### src/rtl/count_cmd_sequencer.sv
// ---------------------------------------------------------------------------
// count_cmd_sequencer
//
// Turns LOAD / UP / DOWN / HOLD commands into the load / count_up /
// counter_on / Data_in controls of a WIDTH-bit up/down counter. It also keeps
// a shadow copy of the counter value.
//
// Optional feature macro: CMD_SEQ_WRAP_GUARD_EN
//   When defined, a STEP command that would wrap the counter stops at the
//   limit. That cycle has done=1 and no count, and the sticky sat_flag is set.
//   When undefined, the counter wraps freely and sat_flag is tied to 0.
//
// Ports
//   clk, reset          rising-edge clock, synchronous active-high reset
//   cmd_valid/ready     command handshake (accept when both are 1)
//   cmd_op              00 LOAD, 01 UP, 10 DOWN, 11 HOLD
//   cmd_arg             LOAD value (low WIDTH bits) or cycle count n
//   load, count_up,
//   counter_on, Data_in controls to the downstream counter
//   busy                command in progress
//   done                pulse in the last active cycle of a command
//   shadow_count        mirror of the counter's Count
//   sat_flag            sticky wrap-guard indication
// ---------------------------------------------------------------------------
module count_cmd_sequencer #(
    parameter int unsigned WIDTH  = 3,
    parameter int unsigned STEP_W = 4
) (
    input  logic              clk,
    input  logic              reset,
    input  logic              cmd_valid,
    output logic              cmd_ready,
    input  logic [1:0]        cmd_op,
    input  logic [STEP_W-1:0] cmd_arg,
    output logic              load,
    output logic              count_up,
    output logic              counter_on,
    output logic [WIDTH-1:0]  Data_in,
    output logic              busy,
    output logic              done,
    output logic [WIDTH-1:0]  shadow_count,
    output logic              sat_flag
);

    typedef enum logic [1:0] {
        S_IDLE = 2'b00,
        S_LOAD = 2'b01,
        S_STEP = 2'b10,
        S_HOLD = 2'b11
    } state_t;

    typedef enum logic [1:0] {
        OP_LOAD = 2'b00,
        OP_UP   = 2'b01,
        OP_DOWN = 2'b10,
        OP_HOLD = 2'b11
    } op_t;

    state_t            state_q, state_d;
    logic [STEP_W-1:0] rem_q, rem_d;
    logic              up_q, up_d;
    logic [WIDTH-1:0]  val_q, val_d;
    logic [WIDTH-1:0]  shadow_q, shadow_d;
`ifdef CMD_SEQ_WRAP_GUARD_EN
    logic              sat_q, sat_d;
`endif

    op_t               op_in;
    logic              stop;
    logic              ctl_load, ctl_on, ctl_up, ctl_done;
    logic [WIDTH-1:0]  ctl_data;

    assign op_in = op_t'(cmd_op);

    // Control decode from registered state only. Reset gates the visible
    // outputs so that nothing is driven during reset.
    always_comb begin
        stop     = 1'b0;
        ctl_load = 1'b0;
        ctl_on   = 1'b0;
        ctl_up   = 1'b0;
        ctl_done = 1'b0;
        ctl_data = '0;
`ifdef CMD_SEQ_WRAP_GUARD_EN
        // Stop at the limit instead of letting the counter wrap.
        if (state_q == S_STEP) begin
            stop = up_q ? (shadow_q == '1) : (shadow_q == '0);
        end
`endif
        case (state_q)
            S_LOAD: begin
                ctl_load = 1'b1;
                ctl_data = val_q;
                ctl_done = 1'b1;
            end
            S_STEP: begin
                ctl_on   = ~stop;
                ctl_up   = up_q;
                ctl_done = stop | (rem_q == STEP_W'(1));
            end
            S_HOLD: begin
                ctl_done = (rem_q == STEP_W'(1));
            end
            default: ;
        endcase
    end

    assign cmd_ready    = ~reset & (state_q == S_IDLE);
    assign busy         = ~reset & (state_q != S_IDLE);
    assign load         = ~reset & ctl_load;
    assign counter_on   = ~reset & ctl_on;
    assign count_up     = ~reset & ctl_up;
    assign done         = ~reset & ctl_done;
    assign Data_in      = reset ? '0 : ctl_data;
    assign shadow_count = shadow_q;
`ifdef CMD_SEQ_WRAP_GUARD_EN
    assign sat_flag     = sat_q;
`else
    assign sat_flag     = 1'b0;
`endif

    always_comb begin
        state_d  = state_q;
        rem_d    = rem_q;
        up_d     = up_q;
        val_d    = val_q;
        shadow_d = shadow_q;
`ifdef CMD_SEQ_WRAP_GUARD_EN
        sat_d    = sat_q | stop;
`endif

        // Shadow follows the counter on the same edge that applies the control.
        if (ctl_load) begin
            shadow_d = val_q;
        end else if (ctl_on) begin
            shadow_d = ctl_up ? shadow_q + WIDTH'(1) : shadow_q - WIDTH'(1);
        end

        case (state_q)
            S_IDLE: begin
                if (cmd_valid) begin
                    up_d  = (op_in == OP_UP);
                    val_d = cmd_arg[WIDTH-1:0];
                    if (op_in == OP_LOAD) begin
                        state_d = S_LOAD;
                        rem_d   = '0;
                    end else if (cmd_arg == '0) begin
                        // A zero-length command still takes one cycle.
                        state_d = S_HOLD;
                        rem_d   = STEP_W'(1);
                    end else if (op_in == OP_HOLD) begin
                        state_d = S_HOLD;
                        rem_d   = cmd_arg;
                    end else begin
                        state_d = S_STEP;
                        rem_d   = cmd_arg;
                    end
                end
            end
            S_LOAD: begin
                state_d = S_IDLE;
            end
            default: begin
                // A guard stop can finish with steps left, so clear rem.
                rem_d = rem_q - STEP_W'(1);
                if (ctl_done) begin
                    state_d = S_IDLE;
                    rem_d   = '0;
                end
            end
        endcase
    end

    always_ff @(posedge clk) begin
        if (reset) begin
            state_q  <= S_IDLE;
            rem_q    <= '0;
            up_q     <= 1'b0;
            val_q    <= '0;
            shadow_q <= '0;
`ifdef CMD_SEQ_WRAP_GUARD_EN
            sat_q    <= 1'b0;
`endif
        end else begin
            state_q  <= state_d;
            rem_q    <= rem_d;
            up_q     <= up_d;
            val_q    <= val_d;
            shadow_q <= shadow_d;
`ifdef CMD_SEQ_WRAP_GUARD_EN
            sat_q    <= sat_d;
`endif
        end
    end

endmodule
### config.mk
export PLATFORM = sky130hd
export DESIGN_NAME = count_cmd_sequencer
export DESIGN_NICKNAME = d
export VERILOG_FILES = /design/src/rtl/count_cmd_sequencer.sv
export SDC_FILE = /design/constraint.sdc
export NUM_CORES = 1
export LEC_CHECK = 0
export BUFFER_PORTS_ARGS = -buffer_cell sky130_fd_sc_hd__buf_2
export CAP_MARGIN = 20
export CORE_MARGIN = 5
export CORE_UTILIZATION = 45
export CTS_BUF_LIST = sky130_fd_sc_hd__clkbuf_8 sky130_fd_sc_hd__clkbuf_16
export DETAILED_ROUTE_END_ITERATION = 8
export GPL_TIMING_DRIVEN = 0
export MAX_ROUTING_LAYER = met4
export PLACE_DENSITY = 0.73
export SYNTH_ARGS = -nofsm -noshare
export SYNTH_HDL_FRONTEND = slang
export SYNTH_SLANG_ARGS = --single-unit
### constraint.sdc
create_clock -name clk -period 1.8 [get_ports clk]
set_clock_uncertainty 0.15 [all_clocks]
set_input_delay 0.09 -clock clk [delete_from_list [all_inputs] [get_ports clk]]
set_output_delay 0.09 -clock clk [all_outputs]
set_load 0.05 [all_outputs]
==> metrics.log, run 1 <==
[metrics] end of the worst register-to-register path: shadow_count[2]
[metrics] CTS buffer count: 3
[metrics] number of vias in the routed layout: 805
[metrics] largest net degree at the start of global routing: 11
[metrics] CTS Root Buffer Type: sky130_fd_sc_hd__clkbuf_8
[metrics] drt total wl: 1.99 mm
[metrics] total standard cell area after synthesis: 831 um^2
[metrics] critical path class: register to register
[metrics] number of antenna cells inserted: 0
[metrics] routability cong.: 0.786
[metrics] Worst Setup End Kind: register
[metrics] number of maximum-capacitance violations: 0
[metrics] transition time at the pin with the least slew margin: 512 ps
[metrics] number of synthesized flops with an enable pin: 0
[metrics] unique cell type count in the Yosys netlist: 36
[metrics] R2R setup slack: -30 ps
[metrics] cell count of the worst reg-to-reg path: 7
[metrics] cell-by-cell listing of the critical path: inv_2 > ha_4 > nand2_4 > fa_2 > xor2_1 > or4b_1 > nand3_1
[metrics] critical register-to-register path startpoint: state_q[0]
[metrics] slowest cell delay on critical path: 460 ps
[metrics] count of warnings emitted by yosys: 0
[metrics] TritonCTS clock tree: yes
[metrics] post-synthesis sequential area ratio: 31.3%
[metrics] number of logic stages on the critical path including buffering: 7
[metrics] PnR worst setup slack: -29.6 ps
[metrics] final-report max-slew violation count: 0
[metrics] category of cells accounting for the largest share of critical-path delay: simple AND/OR/NAND/NOR gates
[metrics] first-pass GRT wire length: 3.30 mm
[metrics] asr flop ratio synth: 0%
[metrics] count of unresolved DRC violations after routing: 0
[metrics] outcome: finished with violations
[metrics] post-synthesis net count: 115
[metrics] setup repair after global routing missed its margin: yes
[metrics] initial standard-cell utilization of the core: 47.6%
[metrics] PnR Total Power: 1.19 mW
[metrics] pwr dens: 1050 nW/um^2
[metrics] vias in the first global route: 783
[metrics] detailed-placement wirelength estimate: 1.48 mm
[metrics] required time of the critical path: 1830 ps
[metrics] overflow left after global routing: 0
[metrics] Worst Hold Margin: -1.12 ps
[metrics] number of buffers and inverters on the critical path: 1
[metrics] leakage power: 0.494 nW
[metrics] number of nets in the layout: 143
[metrics] violated checks: negative hold slack, negative setup slack
[metrics] global-route usage over all layers: 16.6%
[metrics] Initial DRT Pass Iterations: 4
[metrics] top fanout value on the critical path: 3
[metrics] Die Y: 53.0 um
[metrics] placeable core region: 1750 um^2
[metrics] setup_tns: -34.3 ps
[metrics] Worst Hold Class: primary input to register
[metrics] number of ports placed on the die boundary: 22
[metrics] die width: 53.0 um
[metrics] Routed WL per cell: 13.1 um
[metrics] Vias per Instance: 5.30
[metrics] max_slew headroom: 65.9%
[metrics] Bufs on Longest Clock Path: 2
[metrics] Critical Path Start: state_q[0]
[metrics] flop and latch count out of synthesis: 13
[metrics] maximum achievable frequency: 0.547 GHz
[metrics] sink count of the clock tree: 13
[metrics] Synth-to-Final Area Change: 35.7%
[metrics] filler instances: 155
[metrics] count of endpoints failing hold in the final timing report: 1
[metrics] htree depth: 1
[metrics] post-route clock period utilization: 102%
[metrics] Die ar.: 2810 um^2
[metrics] shortest clock period the worst path allows after layout: 1830 ps
[metrics] ys flop type: sky130_fd_sc_hd__dfxtp_1
[metrics] worst IR drop on VDD: 570 uV
[metrics] initial antenna violation count: 0
[metrics] Post-Syn Area per Cell: 8.31 um^2
[metrics] CTS clock-pin slew for the worst setup and hold paths: 60 ps
[metrics] First DRT Iteration DRCs: 27
[metrics] Startpoint Class: register
[metrics] number of rows in the core area: 15
[metrics] CP arrival: 1860 ps
[metrics] timing endpoint of the critical path: shadow_count[2]
[metrics] final setup violation count: 2
[metrics] post-synthesis instance total: 100
[metrics] share of final-layout standard cells stronger than drive strength 1: 36.2%
[metrics] critical-path cell with the highest stage delay: sky130_fd_sc_hd__or4b_1
[metrics] count of antenna-violating nets left after detailed routing: 0
[metrics] count of port buffers added during placement: 20
[metrics] worst skew pair latency: 240 ps
sequential cells by signal, summed over array words and instances (netlist names):
register	count
rem_q	4
val_q	3
state_q	2
up_q	1
shadow_count	3
synth_stat cells, types with 2 or more instances:
cell type	count	area, um^2
sky130_fd_sc_hd__nor3b_1	2	15.0
sky130_fd_sc_hd__a211oi_1	2	15.0
sky130_fd_sc_hd__nor3_1	3	15.0
sky130_fd_sc_hd__inv_1	6	22.5
sky130_fd_sc_hd__xor2_1	2	17.5
sky130_fd_sc_hd__a22o_1	2	17.5
sky130_fd_sc_hd__and2_1	4	25.0
sky130_fd_sc_hd__ha_1	5	62.6
sky130_fd_sc_hd__nand4b_1	2	17.5
sky130_fd_sc_hd__a31oi_1	2	12.5
sky130_fd_sc_hd__dfxtp_1	13	260
sky130_fd_sc_hd__nand3_1	4	20.0
sky130_fd_sc_hd__nand2_1	6	22.5
sky130_fd_sc_hd__buf_2	2	10.0
sky130_fd_sc_hd__nor2b_1	5	31.3
sky130_fd_sc_hd__o21ai_0	2	10.0
sky130_fd_sc_hd__a21oi_1	8	40.0
sky130_fd_sc_hd__nor2_1	12	45.0
metrics by stage:
stage | area [um^2] | utilization, % | hold WS (ps) | setup slack [ps] | std cells
2_1_floorplan | 857 | - | 87.5 | -59.8 | 100
3_3_place_gp | 988 | 56.6 | 241 | -125 | 145
3_5_place_dp | 988 | 56.6 | 237 | -127 | 145
4_1_cts | 1090 | 62.7 | 3.76 | -33.9 | 152
5_1_grt | 1130 | 64.6 | 5.04 | -84.7 | 152
6_report | 1130 | 64.6 | -1.12 | -29.6 | 152
power breakdown:
group | internal, mW | switching, mW | leakage [nW]
sequential | 0.346 | 0.0535 | 0.109
combinational | 0.216 | 0.316 | 0.358
clock | 0.151 | 0.106 | 0.0269
repair_timing:
action,4_1_cts,5_1_grt
endpoints found under the setup margin,7,12
gates cloned,0,0
gates resized for setup,8,13
pin swaps,2,1
endpoints found under the hold margin,2,0
setup buffers,1,0
hold buffers,2,0
metal layers:
metal  track usage [%]  routed length [um]  up-vias
met4              5.11                  25        0
li1                  -                   -      408
met3              4.51                 113        4
met2              25.8                 902       22
met1              20.9                 943      371
met5                 -                   0        -
area by class of cell:
type / instances / area (um^2) / area share [%]
sequential: 13 / 268 / 23.8
buffer: 4 / 30.0 / 2.66
multi-input combinational: 77 / 581 / 51.5
timing repair buffer: 23 / 150 / 13.3
clock inverter: 1 / 3.75 / 0.333
clock buffer: 3 / 41.3 / 3.66
tap: 25 / 31.3 / 2.77
inverter: 6 / 22.5 / 2.00
cell usage in the layout (no fill, tap or decap), types with 2 or more instances in the layout:
cell type	instances
sky130_fd_sc_hd__nor2b_1	2
sky130_fd_sc_hd__clkbuf_8	3
sky130_fd_sc_hd__and2_1	2
sky130_fd_sc_hd__nor2_1	11
sky130_fd_sc_hd__nand3_1	4
sky130_fd_sc_hd__buf_4	5
sky130_fd_sc_hd__xor2_1	2
sky130_fd_sc_hd__nand2_1	4
sky130_fd_sc_hd__a22o_1	2
sky130_fd_sc_hd__a31oi_1	2
sky130_fd_sc_hd__o21ai_0	2
sky130_fd_sc_hd__ha_1	4
sky130_fd_sc_hd__nand4b_1	2
sky130_fd_sc_hd__nor3b_1	2
sky130_fd_sc_hd__buf_2	14
sky130_fd_sc_hd__buf_6	3
sky130_fd_sc_hd__nor3_1	2
sky130_fd_sc_hd__dfxtp_2	3
sky130_fd_sc_hd__inv_1	6
sky130_fd_sc_hd__a211oi_1	2
sky130_fd_sc_hd__dlygate4sd3_1	2
sky130_fd_sc_hd__and2_2	2
sky130_fd_sc_hd__a21oi_1	8
sky130_fd_sc_hd__clkbuf_4	2
sky130_fd_sc_hd__nor2b_2	2
sky130_fd_sc_hd__dfxtp_1	9
worst reg2reg max path, cell delays in order, from the launching register on:
cell	delay (ps)
sky130_fd_sc_hd__dfxtp_2	330
sky130_fd_sc_hd__inv_2	70
sky130_fd_sc_hd__ha_4	140
sky130_fd_sc_hd__nand2_4	50
sky130_fd_sc_hd__fa_2	330
sky130_fd_sc_hd__xor2_1	150
sky130_fd_sc_hd__or4b_1	460
sky130_fd_sc_hd__nand3_1	80
worst min-delay path by stage:
stage,depth (start not counted),slack [ps],endpoint,startpoint
after global routing,3,5,val_q[1],cmd_arg[1]
after global placement,3,240,val_q[0],cmd_arg[0]
after CTS,3,4,val_q[1],cmd_arg[1]
after detailed placement,3,240,val_q[0],cmd_arg[0]
final,3,-1,val_q[1],cmd_arg[1]
after floorplan,2,90,val_q[1],cmd_arg[1]
cells by family after synthesis:
group,synth area share [%]
adders and majority gates,9.94
buffers and inverters,5.27
xor gates and xnor gates,2.11
other,0.451
AOI/OAI and AO/OA,19.7
DFF,31.3
and+or+nand+nor,28.6
muxes,2.56
(Power assumes the default switching activity.)
==> inputs of run 2 (changes only) <==
--- a/config.mk
+++ b/config.mk
@@ -5,7 +5,7 @@
 export SDC_FILE = /design/constraint.sdc
 export NUM_CORES = 1
 export LEC_CHECK = 0
-export BUFFER_PORTS_ARGS = -buffer_cell sky130_fd_sc_hd__buf_2
+export BUFFER_PORTS_ARGS = -buffer_cell sky130_fd_sc_hd__buf_4
 export CAP_MARGIN = 20
 export CORE_MARGIN = 5
 export CORE_UTILIZATION = 45
==> metrics.log, run 2 (same netlist as run 1, synthesis figures left out) <==
[metrics] die width: 53.0 um (unchanged)
[metrics] htree depth: 1 (unchanged)
[metrics] sink count of the clock tree: 13 (unchanged)
[metrics] leading cell types in the layout, fill and taps excluded: 21 x sky130_fd_sc_hd__buf_4, 10 x sky130_fd_sc_hd__nor2_1, 9 x sky130_fd_sc_hd__dfxtp_1 (was 14 x sky130_fd_sc_hd__buf_2, 11 x sky130_fd_sc_hd__nor2_1, 9 x sky130_fd_sc_hd__dfxtp_1)
[metrics] number of buffers and inverters on the critical path: 1 (unchanged)
[metrics] First DRT Iteration DRCs: 21 (was 27)
[metrics] number of maximum-capacitance violations: 0 (unchanged)
[metrics] final-report max-slew violation count: 0 (unchanged)
[metrics] outcome: finished with violations (unchanged)
[metrics] shortest clock period the worst path allows after layout: 1870 ps (was 1830 ps)
[metrics] Vias per Instance: 5.34 (was 5.30)
[metrics] maximum achievable frequency: 0.535 GHz (was 0.547 GHz)
[metrics] busiest grt layer: met2 (unchanged)
[metrics] CP arrival: 1900 ps (was 1860 ps)
[metrics] Worst Min Path Start: cmd_arg[1] (unchanged)
[metrics] drt total wl: 2.11 mm (was 1.99 mm)
[metrics] Critical Path Start: state_q[0] (unchanged)
[metrics] setup repair after global routing missed its margin: yes (unchanged)
[metrics] count of port buffers added during placement: 20 (unchanged)
[metrics] Worst Hold Class: primary input to register (unchanged)
[metrics] placeable core region: 1750 um^2 (unchanged)
[metrics] number of vias in the routed layout: 833 (was 805)
[metrics] worst IR drop on VDD: 651 uV (was 570 uV)
[metrics] category of cells accounting for the largest share of critical-path delay: simple AND/OR/NAND/NOR gates (unchanged)
[metrics] PnR worst setup slack: -67.6 ps (was -29.6 ps)
[metrics] number of ports placed on the die boundary: 22 (unchanged)
[metrics] count of antenna-violating nets left after detailed routing: 0 (unchanged)
[metrics] critical register-to-register path startpoint: state_q[0] (unchanged)
[metrics] register containing the most flip-flops in the final layout: rem_q (unchanged)
[metrics] count of endpoints failing hold in the final timing report: 0 (was 1)
[metrics] Die ar.: 2810 um^2 (unchanged)
[metrics] top fanout value on the critical path: 2 (was 3)
[metrics] Startpoint Class: register (unchanged)
[metrics] global-route usage over all layers: 16.6% (about the same)
[metrics] setup_tns: -67.6 ps (was -34.3 ps)
[metrics] first-pass GRT wire length: 3.33 mm (was 3.30 mm)
[metrics] post-route clock period utilization: 104% (was 102%)
[metrics] global routing usage on met2: 27.1% (was 25.8%)
[metrics] count of unresolved DRC violations after routing: 0 (unchanged)
[metrics] CTS Root Buffer Type: sky130_fd_sc_hd__clkbuf_8 (unchanged)
[metrics] initial standard-cell utilization of the core: 47.6% (unchanged)
[metrics] global routing met3 resource utilization: 2.54% (was 4.51%)
[metrics] final core utilization: 69.6% (was 64.6%)
[metrics] number of antenna cells inserted: 0 (unchanged)
[metrics] violated checks: negative setup slack (was negative hold slack, negative setup slack)
[metrics] minimum setup slack after placement: -151 ps (was -127 ps)
[metrics] transition time at the pin with the least slew margin: 511 ps (was 512 ps)
[metrics] detailed-placement wirelength estimate: 1.57 mm (was 1.48 mm)
[metrics] cell total after placement: 145 (unchanged)
[metrics] CTS clock-pin slew for the worst setup and hold paths: 60 ps (about the same)
[metrics] critical path class: register to register (unchanged)
[metrics] Synth-to-Final Area Change: 46.2% (was 35.7%)
[metrics] Finished Layout Cells: 156 (was 152)
[metrics] CTS buffer count: 3 (unchanged)
[metrics] Routed WL per cell: 13.5 um (was 13.1 um)
[metrics] final setup violation count: 1 (was 2)
[metrics] routing usage on met1: 20.6% (was 20.9%)
[metrics] cell-by-cell listing of the critical path: inv_2 > ha_4 > nand2_2 > fa_2 > xor2_1 > or4b_1 > nand3_1 (was inv_2 > ha_4 > nand2_4 > fa_2 > xor2_1 > or4b_1 > nand3_1)
[metrics] number of flip-flops in the largest register: 4 (unchanged)
[metrics] leading cell type in the layout, fill and taps excluded: sky130_fd_sc_hd__buf_4 (was sky130_fd_sc_hd__buf_2)
[metrics] routability cong.: 0.818 (was 0.786)
[metrics] overflow left after global routing: 0 (unchanged)
[metrics] initial antenna violation count: 0 (unchanged)
[metrics] Die Y: 53.0 um (unchanged)
[metrics] critical-path cell with the highest stage delay: sky130_fd_sc_hd__or4b_1 (unchanged)
[metrics] pwr dens: 1020 nW/um^2 (was 1050 nW/um^2)
[metrics] Worst Setup End Kind: register (unchanged)
[metrics] TritonCTS clock tree: yes (unchanged)
[metrics] leakage power: 0.514 nW (was 0.494 nW)
[metrics] worst skew pair latency: 250 ps (was 240 ps)
[metrics] Initial DRT Pass Iterations: 4 (unchanged)
[metrics] number of nets in the layout: 147 (was 143)
[metrics] share of final-layout standard cells stronger than drive strength 1: 39.7% (was 36.2%)
[metrics] max_slew headroom: 65.9% (about the same)
[metrics] number of rows in the core area: 15 (unchanged)
[metrics] slowest cell delay on critical path: 480 ps (was 460 ps)
[metrics] required time of the critical path: 1830 ps (about the same)
[metrics] Bufs on Longest Clock Path: 2 (unchanged)
[metrics] largest net degree at the start of global routing: 11 (unchanged)
[metrics] vias in the first global route: 776 (was 783)
run 2: worst min-delay path, cell delays in order:
cell                      delay (ps)
sky130_fd_sc_hd__buf_4           120
sky130_fd_sc_hd__nand3_1          80
sky130_fd_sc_hd__a21oi_1          60
run 2: what timing repair did:
item | in CTS | in global routing
hold buffers | 3 | 0
hold endpoints to repair | 4 | 0
resized for setup | 8 | 12
endpoints found under the setup margin | 7 | 10
pin swaps | 2 | 1
setup buffers | 3 | 1
run 2: routing by layer:
metal | wire, um | vias to the layer above | share of wire [%]
li1 | - | 416 | -
met1 | 924 | 390 | 44
met2 | 1030 | 23 | 49
met3 | 120 | 4 | 5.7
met4 | 31 | 0 | 1.5
met5 | 0 | - | 0
run 2: power by group:
group / leakage (nW) / switching [mW] / internal, mW / total, mW
Clock: 0.0269 / 0.110 / 0.151 / 0.260
Sequential: 0.109 / 0.0508 / 0.346 / 0.397
Combinational: 0.378 / 0.330 / 0.252 / 0.582
run 2: area by class of cell:
class,instances,area (um^2)
timing repair buffer,27,225
clock buffer,3,41.3
buffer,4,33.8
clock inverter,1,3.75
inverter,6,22.5
fill,153,531
tap,25,31.3
multi-input combinational,77,589
sequential,13,268
run 2: worst paths after layout:
kind / endpoint / slack [ps] / cells after the start
worst min register to register: val_q[2] / 320 / 2
worst min-delay path: val_q[1] / 10 / 3
worst max-delay path: shadow_count[2] / -70 / 7
worst max register to register: shadow_count[2] / -70 / 7
run 2: through the flow:
| step | power, mW | area, um^2 | hold slack, ps |
|---|---|---|---|
| 2_1_floorplan | 0.781 | 857 | 87.5 |
| 3_3_place_gp | 0.909 | 1040 | 235 |
| 3_5_place_dp | 0.916 | 1040 | 233 |
| 4_1_cts | 1.20 | 1170 | 7.10 |
| 5_1_grt | 1.32 | 1210 | 23.4 |
| 6_report | 1.24 | 1210 | 12.3 |
==> inputs of run 3 (changes only) <==
--- a/config.mk
+++ b/config.mk
@@ -13,7 +13,7 @@
 export DETAILED_ROUTE_END_ITERATION = 8
 export GPL_TIMING_DRIVEN = 0
 export MAX_ROUTING_LAYER = met4
-export PLACE_DENSITY = 0.73
+export PLACE_DENSITY = 0.7
 export SYNTH_ARGS = -nofsm -noshare
 export SYNTH_HDL_FRONTEND = slang
 export SYNTH_SLANG_ARGS = --single-unit
==> constraint.sdc (replaced) <==
create_clock -name clk -period 2 [get_ports clk]
set_clock_uncertainty 0.15 [all_clocks]
set_input_delay 0.1 -clock clk [delete_from_list [all_inputs] [get_ports clk]]
set_output_delay 0.1 -clock clk [all_outputs]
set_load 0.05 [all_outputs]
==> metrics.log, run 3 (same netlist as run 1, synthesis figures left out) <==
[metrics] number of rows in the core area: 15 (unchanged)
[metrics] CTS buffer count: 3 (unchanged)
[metrics] Synth-to-Final Area Change: 33.6% (was 46.2%)
[metrics] number of nets in the layout: 142 (was 147)
[metrics] sink count of the clock tree: 13 (unchanged)
[metrics] leakage power: 0.476 nW (was 0.514 nW)
[metrics] routability cong.: 0.912 (was 0.818)
[metrics] overflow left after global routing: 0 (unchanged)
[metrics] Worst Hold Margin: 3.39 ps (was 12.3 ps)
[metrics] maximum achievable frequency: 0.523 GHz (was 0.535 GHz)
[metrics] pwr dens: 959 nW/um^2 (was 1020 nW/um^2)
[metrics] Die Y: 53.0 um (unchanged)
[metrics] shortest clock period the worst path allows after layout: 1910 ps (was 1870 ps)
[metrics] count of endpoints failing hold in the final timing report: 0 (unchanged)
[metrics] CTS clock-pin slew for the worst setup and hold paths: 50 ps (was 60 ps)
[metrics] largest net degree at the start of global routing: 11 (unchanged)
[metrics] critical path class: register to register (unchanged)
[metrics] number of ports placed on the die boundary: 22 (unchanged)
[metrics] worst skew pair latency: 250 ps (about the same)
[metrics] number of vias in the routed layout: 818 (was 833)
[metrics] Die ar.: 2810 um^2 (unchanged)
[metrics] Vias per Instance: 5.42 (was 5.34)
[metrics] leading cell type in the layout, fill and taps excluded: sky130_fd_sc_hd__buf_4 (unchanged)
[metrics] htree depth: 1 (unchanged)
[metrics] Startpoint Class: register (unchanged)
[metrics] multi-input logic area: 554 um^2 (was 589 um^2)
[metrics] worst IR drop on VDD: 640 uV (was 651 uV)
[metrics] setup fix buffers added after clock tree synthesis: 0 (was 3)
[metrics] Worst Hold Class: primary input to register (unchanged)
[metrics] die width: 53.0 um (unchanged)
[metrics] final setup violation count: 0 (was 1)
[metrics] PnR worst setup slack: 88.5 ps (was -67.6 ps)
[metrics] leading cell types in the layout, fill and taps excluded: 21 x sky130_fd_sc_hd__buf_4, 12 x sky130_fd_sc_hd__nor2_1, 11 x sky130_fd_sc_hd__dfxtp_1 (was 21 x sky130_fd_sc_hd__buf_4, 10 x sky130_fd_sc_hd__nor2_1, 9 x sky130_fd_sc_hd__dfxtp_1)
[metrics] final core utilization: 63.6% (was 69.6%)
[metrics] count of unresolved DRC violations after routing: 0 (unchanged)
[metrics] filler instances: 171 (was 153)
[metrics] vias in the first global route: 786 (was 776)
[metrics] top fanout value on the critical path: 4 (was 2)
[metrics] initial standard-cell utilization of the core: 47.6% (unchanged)
[metrics] required time of the critical path: 2030 ps (was 1830 ps)
[metrics] minimum setup slack after placement: -8.32 ps (was -151 ps)
[metrics] CP arrival: 1950 ps (was 1900 ps)
[metrics] drt total wl: 2.05 mm (was 2.11 mm)
[metrics] FF+latch area: 265 um^2 (was 268 um^2)
[metrics] initial antenna violation count: 0 (unchanged)
[metrics] Worst Setup End Kind: register (unchanged)
[metrics] TritonCTS clock tree: yes (unchanged)
[metrics] Routed WL per cell: 13.6 um (was 13.5 um)
[metrics] detailed-placement wirelength estimate: 1.61 mm (was 1.57 mm)
[metrics] PnR Total Power: 1.06 mW (was 1.24 mW)
[metrics] Initial DRT Pass Iterations: 4 (unchanged)
[metrics] setup repair after global routing missed its margin: no (was yes)
[metrics] outcome: complete, no violations (was finished with violations)
[metrics] Bufs on Longest Clock Path: 2 (unchanged)
[metrics] First DRT Iteration DRCs: 22 (was 21)
[metrics] placeable core region: 1750 um^2 (unchanged)
[metrics] first-pass GRT wire length: 3.39 mm (was 3.33 mm)
[metrics] global-route usage over all layers: 16.9% (was 16.6%)
[metrics] post-route clock period utilization: 95.6% (was 104%)
[metrics] number of maximum-capacitance violations: 0 (unchanged)
[metrics] count of antenna-violating nets left after detailed routing: 0 (unchanged)
[metrics] share of final-layout standard cells stronger than drive strength 1: 29.4% (was 39.7%)
[metrics] number of antenna cells inserted: 0 (unchanged)
[metrics] final-report max-slew violation count: 0 (unchanged)
[metrics] register containing the most flip-flops in the final layout: rem_q (unchanged)
[metrics] number of flip-flops in the largest register: 4 (unchanged)
[metrics] CTS Root Buffer Type: sky130_fd_sc_hd__clkbuf_8 (unchanged)
[metrics] count of port buffers added during placement: 20 (unchanged)
run 3: through the flow:
stage | instance area (um^2) | std cells | TNS (ps)
floorplan | 841 | 100 | 0
global placement | 1020 | 145 | 0
detailed placement | 1020 | 145 | -8.32
CTS | 1090 | 151 | 0
global route | 1110 | 151 | 0
finish | 1110 | 151 | 0
run 3: final timing paths:
kind | start | end | slack, ps | cells past startpoint
worst min-delay path | cmd_arg[1] | val_q[1] | 3 | 3
worst min register to register | val_q[0] | val_q[0] | 330 | 2
worst max register to register | state_q[0] | shadow_count[2] | 90 | 7
worst max-delay path | state_q[0] | shadow_count[2] | 90 | 7
run 3: repair_timing:
action                                 CTS  global route
endpoints found under the hold margin    3             0
gates resized for setup                  2             6
pin swaps                                0             2
setup endpoints to repair                1             1
cloned                                   0             0
hold buffers                             2             0
run 3: power breakdown:
group / switching, mW / leakage (nW) / total, mW / internal (mW)
sequential: 0.0496 / 0.108 / 0.359 / 0.310
clock: 0.100 / 0.0269 / 0.236 / 0.136
combinational: 0.277 / 0.341 / 0.469 / 0.193
run 3: layer usage:
metal / routed length (um) / vias up / share of wire [%] / track usage (%)
met1: 906 / 376 / 44 / 20.2
li1: - / 410 / - / -
met3: 120 / 2 / 5.9 / 3.94
met5: 0 / - / 0 / -
met4: 11 / 0 / 0.54 / 6.81
met2: 1010 / 30 / 49 / 27.3
run 3: worst max-delay path: stages (launching register included):
cell and delay [ps]:
sky130_fd_sc_hd__dfxtp_2 340, sky130_fd_sc_hd__inv_2 80, sky130_fd_sc_hd__ha_4 130, sky130_fd_sc_hd__nand2_2 70, sky130_fd_sc_hd__fa_2 360, sky130_fd_sc_hd__xor2_1 170
sky130_fd_sc_hd__or4b_1 460, sky130_fd_sc_hd__nand3_1 100
run 3: layout make-up:
type	instances	share of cell area [%]
Buffer	4	1.92
Clock buffer	3	3.72
Clock inverter	1	0.338
Inverter	6	2.03
Multi-Input combinational cell	77	49.9
Sequential cell	13	23.9
Tap cell	25	2.82
Timing Repair Buffer	22	15.3
